<file path="config.mk">
export PLATFORM = sky130hd
export DESIGN_NAME = div_seq
export DESIGN_NICKNAME = d
export VERILOG_FILES = /design/src/rtl/div_seq_pkg.sv /design/src/rtl/div_step.sv /design/src/rtl/div_seq.sv
export SDC_FILE = /design/constraint.sdc
export NUM_CORES = 1
export LEC_CHECK = 0
export ABC_CLOCK_PERIOD_IN_PS = 15330
export CAP_MARGIN = 5
export CORE_ASPECT_RATIO = 0.75
export CORE_MARGIN = 2
export CORE_UTILIZATION = 45
export CTS_CLUSTER_SIZE = 14
export DETAILED_ROUTE_END_ITERATION = 10
export PLACE_DENSITY = 0.63
export SLEW_MARGIN = 20
export SYNTH_ARGS = -nofsm -noshare
export SYNTH_HDL_FRONTEND = slang
export SYNTH_SLANG_ARGS = --single-unit
</file>
<file path="constraint.sdc">
create_clock -name clk -period 15.33 [get_ports clk]
set_clock_uncertainty 0.05 [all_clocks]
set_input_delay 3.066 -clock clk [delete_from_list [all_inputs] [get_ports clk]]
set_output_delay 3.066 -clock clk [all_outputs]
set_load 0.01 [all_outputs]
</file>
<file path="src/rtl/div_seq_pkg.sv">
// div_seq_pkg: shared state encodings and constants for the iterative divider.
package div_seq_pkg;
  typedef enum logic [1:0] {
    DIV_IDLE = 2'd0,
    DIV_RUN  = 2'd1,
    DIV_DONE = 2'd2
  } divState_t;
  localparam int DIV_ITER = 32;
  localparam logic [31:0] DIV_ZERO_QUO = 32'hFFFF_FFFF;
endpackage

</file>
<file path="src/rtl/div_step.sv">
// div_step: one combinational restoring-division iteration on {r, q}.
module div_step #(
  parameter int WIDTH = 32
) (
  input  logic [WIDTH:0]   r,
  input  logic [WIDTH-1:0] q,
  input  logic [WIDTH-1:0] d,
  output logic [WIDTH:0]   rNext,
  output logic [WIDTH-1:0] qNext
);
  logic [WIDTH+1:0] wide;
  logic [WIDTH+1:0] trial;
  always_comb begin
    wide  = {r, q[WIDTH-1]};
    trial = wide - {2'b0, d};
    rNext = (WIDTH+1)'(trial[WIDTH+1] ? wide : trial);
    qNext = {q[WIDTH-2:0], ~trial[WIDTH+1]};
  end
endmodule

</file>
<file path="src/rtl/div_seq.sv">
// div_seq: iterative signed/unsigned divider, one restoring step per cycle,
// stalling the pipeline while busy and presenting {remainder, quotient}.
module div_seq
  import div_seq_pkg::*;
#(
  parameter int WIDTH = 32
) (
  input  logic               clk,
  input  logic               rst,
  input  logic               start,
  input  logic               signed_div,
  input  logic               flush,
  input  logic [WIDTH-1:0]   dividend,
  input  logic [WIDTH-1:0]   divisor,
  output logic               stall,
  output logic               busy,
  output logic               done,
  output logic [2*WIDTH-1:0] result
);
  divState_t state, stateNext;
  logic [5:0] counter;
  logic [WIDTH:0] rReg, stepR;
  logic [WIDTH-1:0] qReg, stepQ, dReg, absDividend, absDivisor, quoFix, remFix;
  logic negQ, negR, doneReg, accept, divZero, lastStep;
  div_step #(.WIDTH(WIDTH)) uStep (
    .r(rReg),
    .q(qReg),
    .d(dReg),
    .rNext(stepR),
    .qNext(stepQ)
  );
  always_comb begin
    accept      = state == DIV_IDLE & start & ~flush;
    divZero     = divisor == '0;
    lastStep    = state == DIV_RUN & counter == 6'(DIV_ITER - 1);
    absDividend = signed_div & dividend[WIDTH-1] ? -dividend : dividend;
    absDivisor  = signed_div & divisor[WIDTH-1] ? -divisor : divisor;
    quoFix      = negQ ? -stepQ : stepQ;
    remFix      = negR ? -stepR[WIDTH-1:0] : stepR[WIDTH-1:0];
    stateNext   = flush ? DIV_IDLE
                : state == DIV_IDLE ? (accept ? (divZero ? DIV_DONE : DIV_RUN) : DIV_IDLE)
                : state == DIV_RUN ? (lastStep ? DIV_DONE : DIV_RUN)
                : DIV_IDLE;
    stall       = ~rst & (accept | state == DIV_RUN);
    busy        = state != DIV_IDLE;
    done        = doneReg & ~flush;
  end
  // result is written on the edge into DONE so it is valid alongside the done strobe
  always_ff @(posedge clk or posedge rst) begin
    if (rst) begin
      state   <= DIV_IDLE;
      counter <= '0;
      doneReg <= 1'b0;
      result  <= '0;
      rReg    <= '0;
      qReg    <= '0;
      dReg    <= '0;
      negQ    <= 1'b0;
      negR    <= 1'b0;
    end else begin
      state   <= stateNext;
      doneReg <= ~flush & (lastStep | (accept & divZero));
      if (accept) begin
        counter <= '0;
        rReg    <= '0;
        qReg    <= absDividend;
        dReg    <= absDivisor;
        negQ    <= signed_div & (dividend[WIDTH-1] ^ divisor[WIDTH-1]);
        negR    <= signed_div & dividend[WIDTH-1];
      end else if (state == DIV_RUN) begin
        counter <= counter + 6'd1;
        rReg    <= stepR;
        qReg    <= stepQ;
      end
      if (~flush & lastStep)
        result <= {remFix, quoFix};
      else if (accept & divZero)
        result <= {dividend, WIDTH'(DIV_ZERO_QUO)};
    end
  end
endmodule
</file>
# Yosys cells after proc, flatten, opt, wreduce, memory -nomap -nowiden
# Cells that the tools add are included.
# totals
register_bits,172
latchBits,0
mem_bits_rw,0
rom_bits,0
input_bits,69
out_inout_bits,67
wordCells,58
memories,0
# classes
add_sub_neg,6
mul,0
div_mod_pow,0
n_lt_le_gt_ge,0
eq_ne,2
shift,0
n_mux,19
n_bitwise,17
n_reduce_logical,5
# op_table
op,count
32-bit two-way mux,6
64-bit two-way mux,2
32-bit negation,4
33-bit two-way mux,3
34-bit by 32-bit subtractor with 34-bit output,1
32-bit logical NOT,1
2-bit two-way mux,6
6-bit two-way mux,2
1-bit AND,11
"6-bit by 1-bit adder with 6-bit output, second input constant",1
"6-bit by 5-bit == test with 1-bit output, second input constant",1
2-bit nonzero test,3
1-bit inverter,3
"2-bit by 1-bit == test with 1-bit output, second input constant",1
2-bit logical NOT,1
1-bit OR,2
1-bit bitwise XOR,1

# Longest topological paths before layout
# depth
depth_word,6
depth_mapped,24
ltp_nobuf,21

# Hierarchy
# Synthesis repeated with hierarchy kept, for this count alone.
# unflattened
cells_unflattened,1424
hier_area_um2,12453.2
# modules_own_cells
mod,n_inst,cells_per_inst,area_per_inst_um2,seq_area_each_um2
div_seq,1,1087,10007.1,4304.1
div_step,1,337,2446.1,0.0

# Worst setup path after synthesis
# No wires, ideal clock.
# synth_timing
kind,input port to output port
start,in flush
end,out stall
arrival_time_ps,3942
required_time_ps,12214
slack_ps,8272
path_stages,4
n_path_buf,1
path_cell_list,nor3b_1 > nor2_1 > clkbuf_1 > nor2_1
# synth_via
elab_chain_cells,4
# synth_lines
element,line_no,source
from (decl),div_seq.sv:12,"input logic flush,"
1-bit inverter,div_seq.sv:33,accept = state == DIV_IDLE & start & ~flush;
1-bit AND,div_seq.sv:33,
1-bit OR,div_seq.sv:44,stall = ~rst & (accept | state == DIV_RUN);
1-bit AND,div_seq.sv:44,
to (decl),div_seq.sv:15,"output logic stall,"
# No other way between the ends.

# Final worst setup path
# Same ends and word-level chain as after synthesis.

==> metrics.md <==
| Metric | Value |
|---|---|
| Starting Density | `45.4%` |
| WL/cell | `18.9 um` |
| Pins over their slew limit | `0` |
| Clock Sinks | `172` |
| CTS resizes | `0` |
| Nets@finish | `1625` |
| Die area | `28400 um2` |
| Root Buffer | `clkbuf_16` |
| Most frequent cells in the layout | `192 x o21ai_0, 172 x dfrtp_1, 135 x clkdlybuf4s50_1, 111 x nand2_1, 106 x a21oi_1` |
| Final Instance Area | `14300 um2` |
| Vias in the first global route | `10400` |
| Register area share after synthesis | `35.4%` |
| Placed wire-length estimate | `25900 um` |
| Power Density | `177 nW/um2` |
| Endpoints failing setup | `0` |
| Clock Tree Buf Depth | `2` |
| EDFF count, synth | `0` |
| Syn_nets | `1537` |
| Core ar. | `26800 um2` |
| N_diodes | `0` |
| Cell Rows | `52` |
| Slowest-stage cell, CP | `clkdlybuf4s50_1` |
| DRT Wirelength | `35500 um` |
| Worst setup SP type | `input pin` |
| Number of DRC markers in iteration 0 | `1038` |
| Final Cycle Share | `53.1%` |
| Worst skew pair latency | `450 ps` |
| Initial antenna violation count | `0` |
| Commonest non-fill, non-tap cell in the layout | `o21ai_0` |
| Critical Path Fanout Max | `34` |
| P_leak | `5.82 nW` |
| VDD IR max | `0.156 mV` |
| Critical path arrival | `5030 ps` |
| Die Wd | `194 um` |
| Kind of critical path | `in -> out` |
| GRT overflow | `0` |
| FF+latch count, synth | `172` |
| Non-Filler Instances | `1882` |
| # Post-CTS Setup Buffers | `0` |
| Share of cells above drive strength 1 | `5.42%` |
| Largest net degree at the start of global routing | `104` |
| DRC Markers | `0` |
| Status | `finished, final reports clean` |
| Worst-path clk slew | `70 ps` |
| H-tree Lvls | `4` |
| Final Core Density | `53.4%` |
| Max stage delay on crit path | `540 ps` |
| Cts bufs inserted | `17` |
| DP Area | `13700 um2` |
| CP cell instances | `clkdlybuf4s50_1, nor3b_2, buf_4, nor2_2, buf_4, nor2_1, clkdlybuf4s50_1` |
| HP Class | `reg -> reg` |
| First-pass GRT wire length | `56700 um` |
| Via count | `11100` |
| Mean Syn Cell Area | `8.51 um2` |
| RSZ-0062 raised after global routing | `false` |
| Placer congestion estimate | `0.869` |
| Synthesis Warnings | `0` |
| Tot GR Track Use | `24.8%` |
| Setup TNS | `0 ps` |
| CP Capture Type | `output pin` |
| Hold_buf cts | `0` |
| Die H | `146 um` |
| Via density | `5.87` |
| IO buf count | `135` |
| Worst-Margin Slew | `1040 ps` |
| # IOs | `136` |
| Final hold vios | `0` |
| Area growth syn-to-layout | `17.8%` |
| Top FF cell, synth | `dfrtp_1` |
| Rel. slew slack | `30.9%` |
| Final min period | `8140 ps` |
| Post-synth cell types | `89` |
| Overall Power | `0.00253 W` |
| Required @ worst endpoint | `12210 ps` |
| Mapped Cells | `1430` |
| CTS tree | `done` |
| Post-synthesis instance area | `12200 um2` |
| Dpl cells | `1850` |
| DRT antenna net count | `0` |
| Max-cap violation count | `0` |
| Post-synth ARST share | `100%` |
| Fmax | `123 MHz` |
| Drt pass-1 iters | `8` |
[per-layer routing]
layer,up-vias,global-route usage [%],share of wire (%)
li1,5372,-,-
met1,5352,37.7,51
met2,300,36.9,44
met3,28,4.09,4.7
met4,0,5.95,1.2
met5,-,0,0
[registers in the layout, summed over array words and instances, names as in the netlist]
name / cells
rReg: 33
counter: 6
doneReg: 1
negQ: 1
negR: 1
qReg: 32
result: 64
state: 2
dReg: 32
[cell families after synthesis]
logic type,share of synthesized area (%)
adders and majority gates,3.97
buffers and inverters,4.42
and+or+nand+nor,17.1
DFF,35.4
xor gates and xnor gates,10.6
muxes,3.84
AOI/OAI and AO/OA,24.7
[Yosys cell counts, types with 25 or more instances]
cell	count	share of area [%]
dfrtp_1	172	35
o21ai_0	192	7.9
a211oi_1	25	1.5
nor2b_1	28	1.4
nor2_1	83	2.6
clkbuf_1	57	1.8
nand3_1	51	2.1
xnor2_1	61	4.4
a22oi_1	31	1.9
ha_1	37	3.8
nor3_1	29	1.2
a21oi_1	106	4.4
xor2_1	86	6.2
mux2i_1	44	3.6
nand2_1	111	3.4
inv_1	52	1.6
[critical path, delay by kind of cell]
kind / cells / cell delay, ps
AND/OR/NAND/NOR: 3 / 370
buffers and inverters: 4 / 1570
[metrics by stage]
stage	worst slack, ps	hold WS [ps]
after global placement	7210	415
after global routing	7020	459
after detailed placement	7210	422
after floorplan	7550	385
after CTS	7200	438
final	7190	435
[power breakdown]
part / total (W) / switching [W] / internal (W)
logic: 0.00144 / 0.000879 / 0.000557
registers: 0.000654 / 0.000112 / 0.000541
clock network: 0.000444 / 0.000208 / 0.000236
[final cells by class]
type	instances	area, um2
sequential	172	4300
tap	351	439
clock inverter	13	131
inverter	54	208
multi-input combinational	1125	7340
fill	2506	12500
timing repair buffer	148	1450
clock buffer	19	453
[path summary, 6_finish.rpt]
check                      cells after the start  slack [ps]    endpoint     start
max                                            7        7190       stall     flush
min                                            2         430    dReg[26]  dReg[26]
max reg2reg                                   21        9530  result[62]   rReg[5]
min reg2reg                                    2         430    dReg[26]  dReg[26]
max in group asynchronous                      3       10580    qReg[26]       rst
min in group asynchronous                      2        3180  result[39]       rst
(Power assumes the default switching activity.)
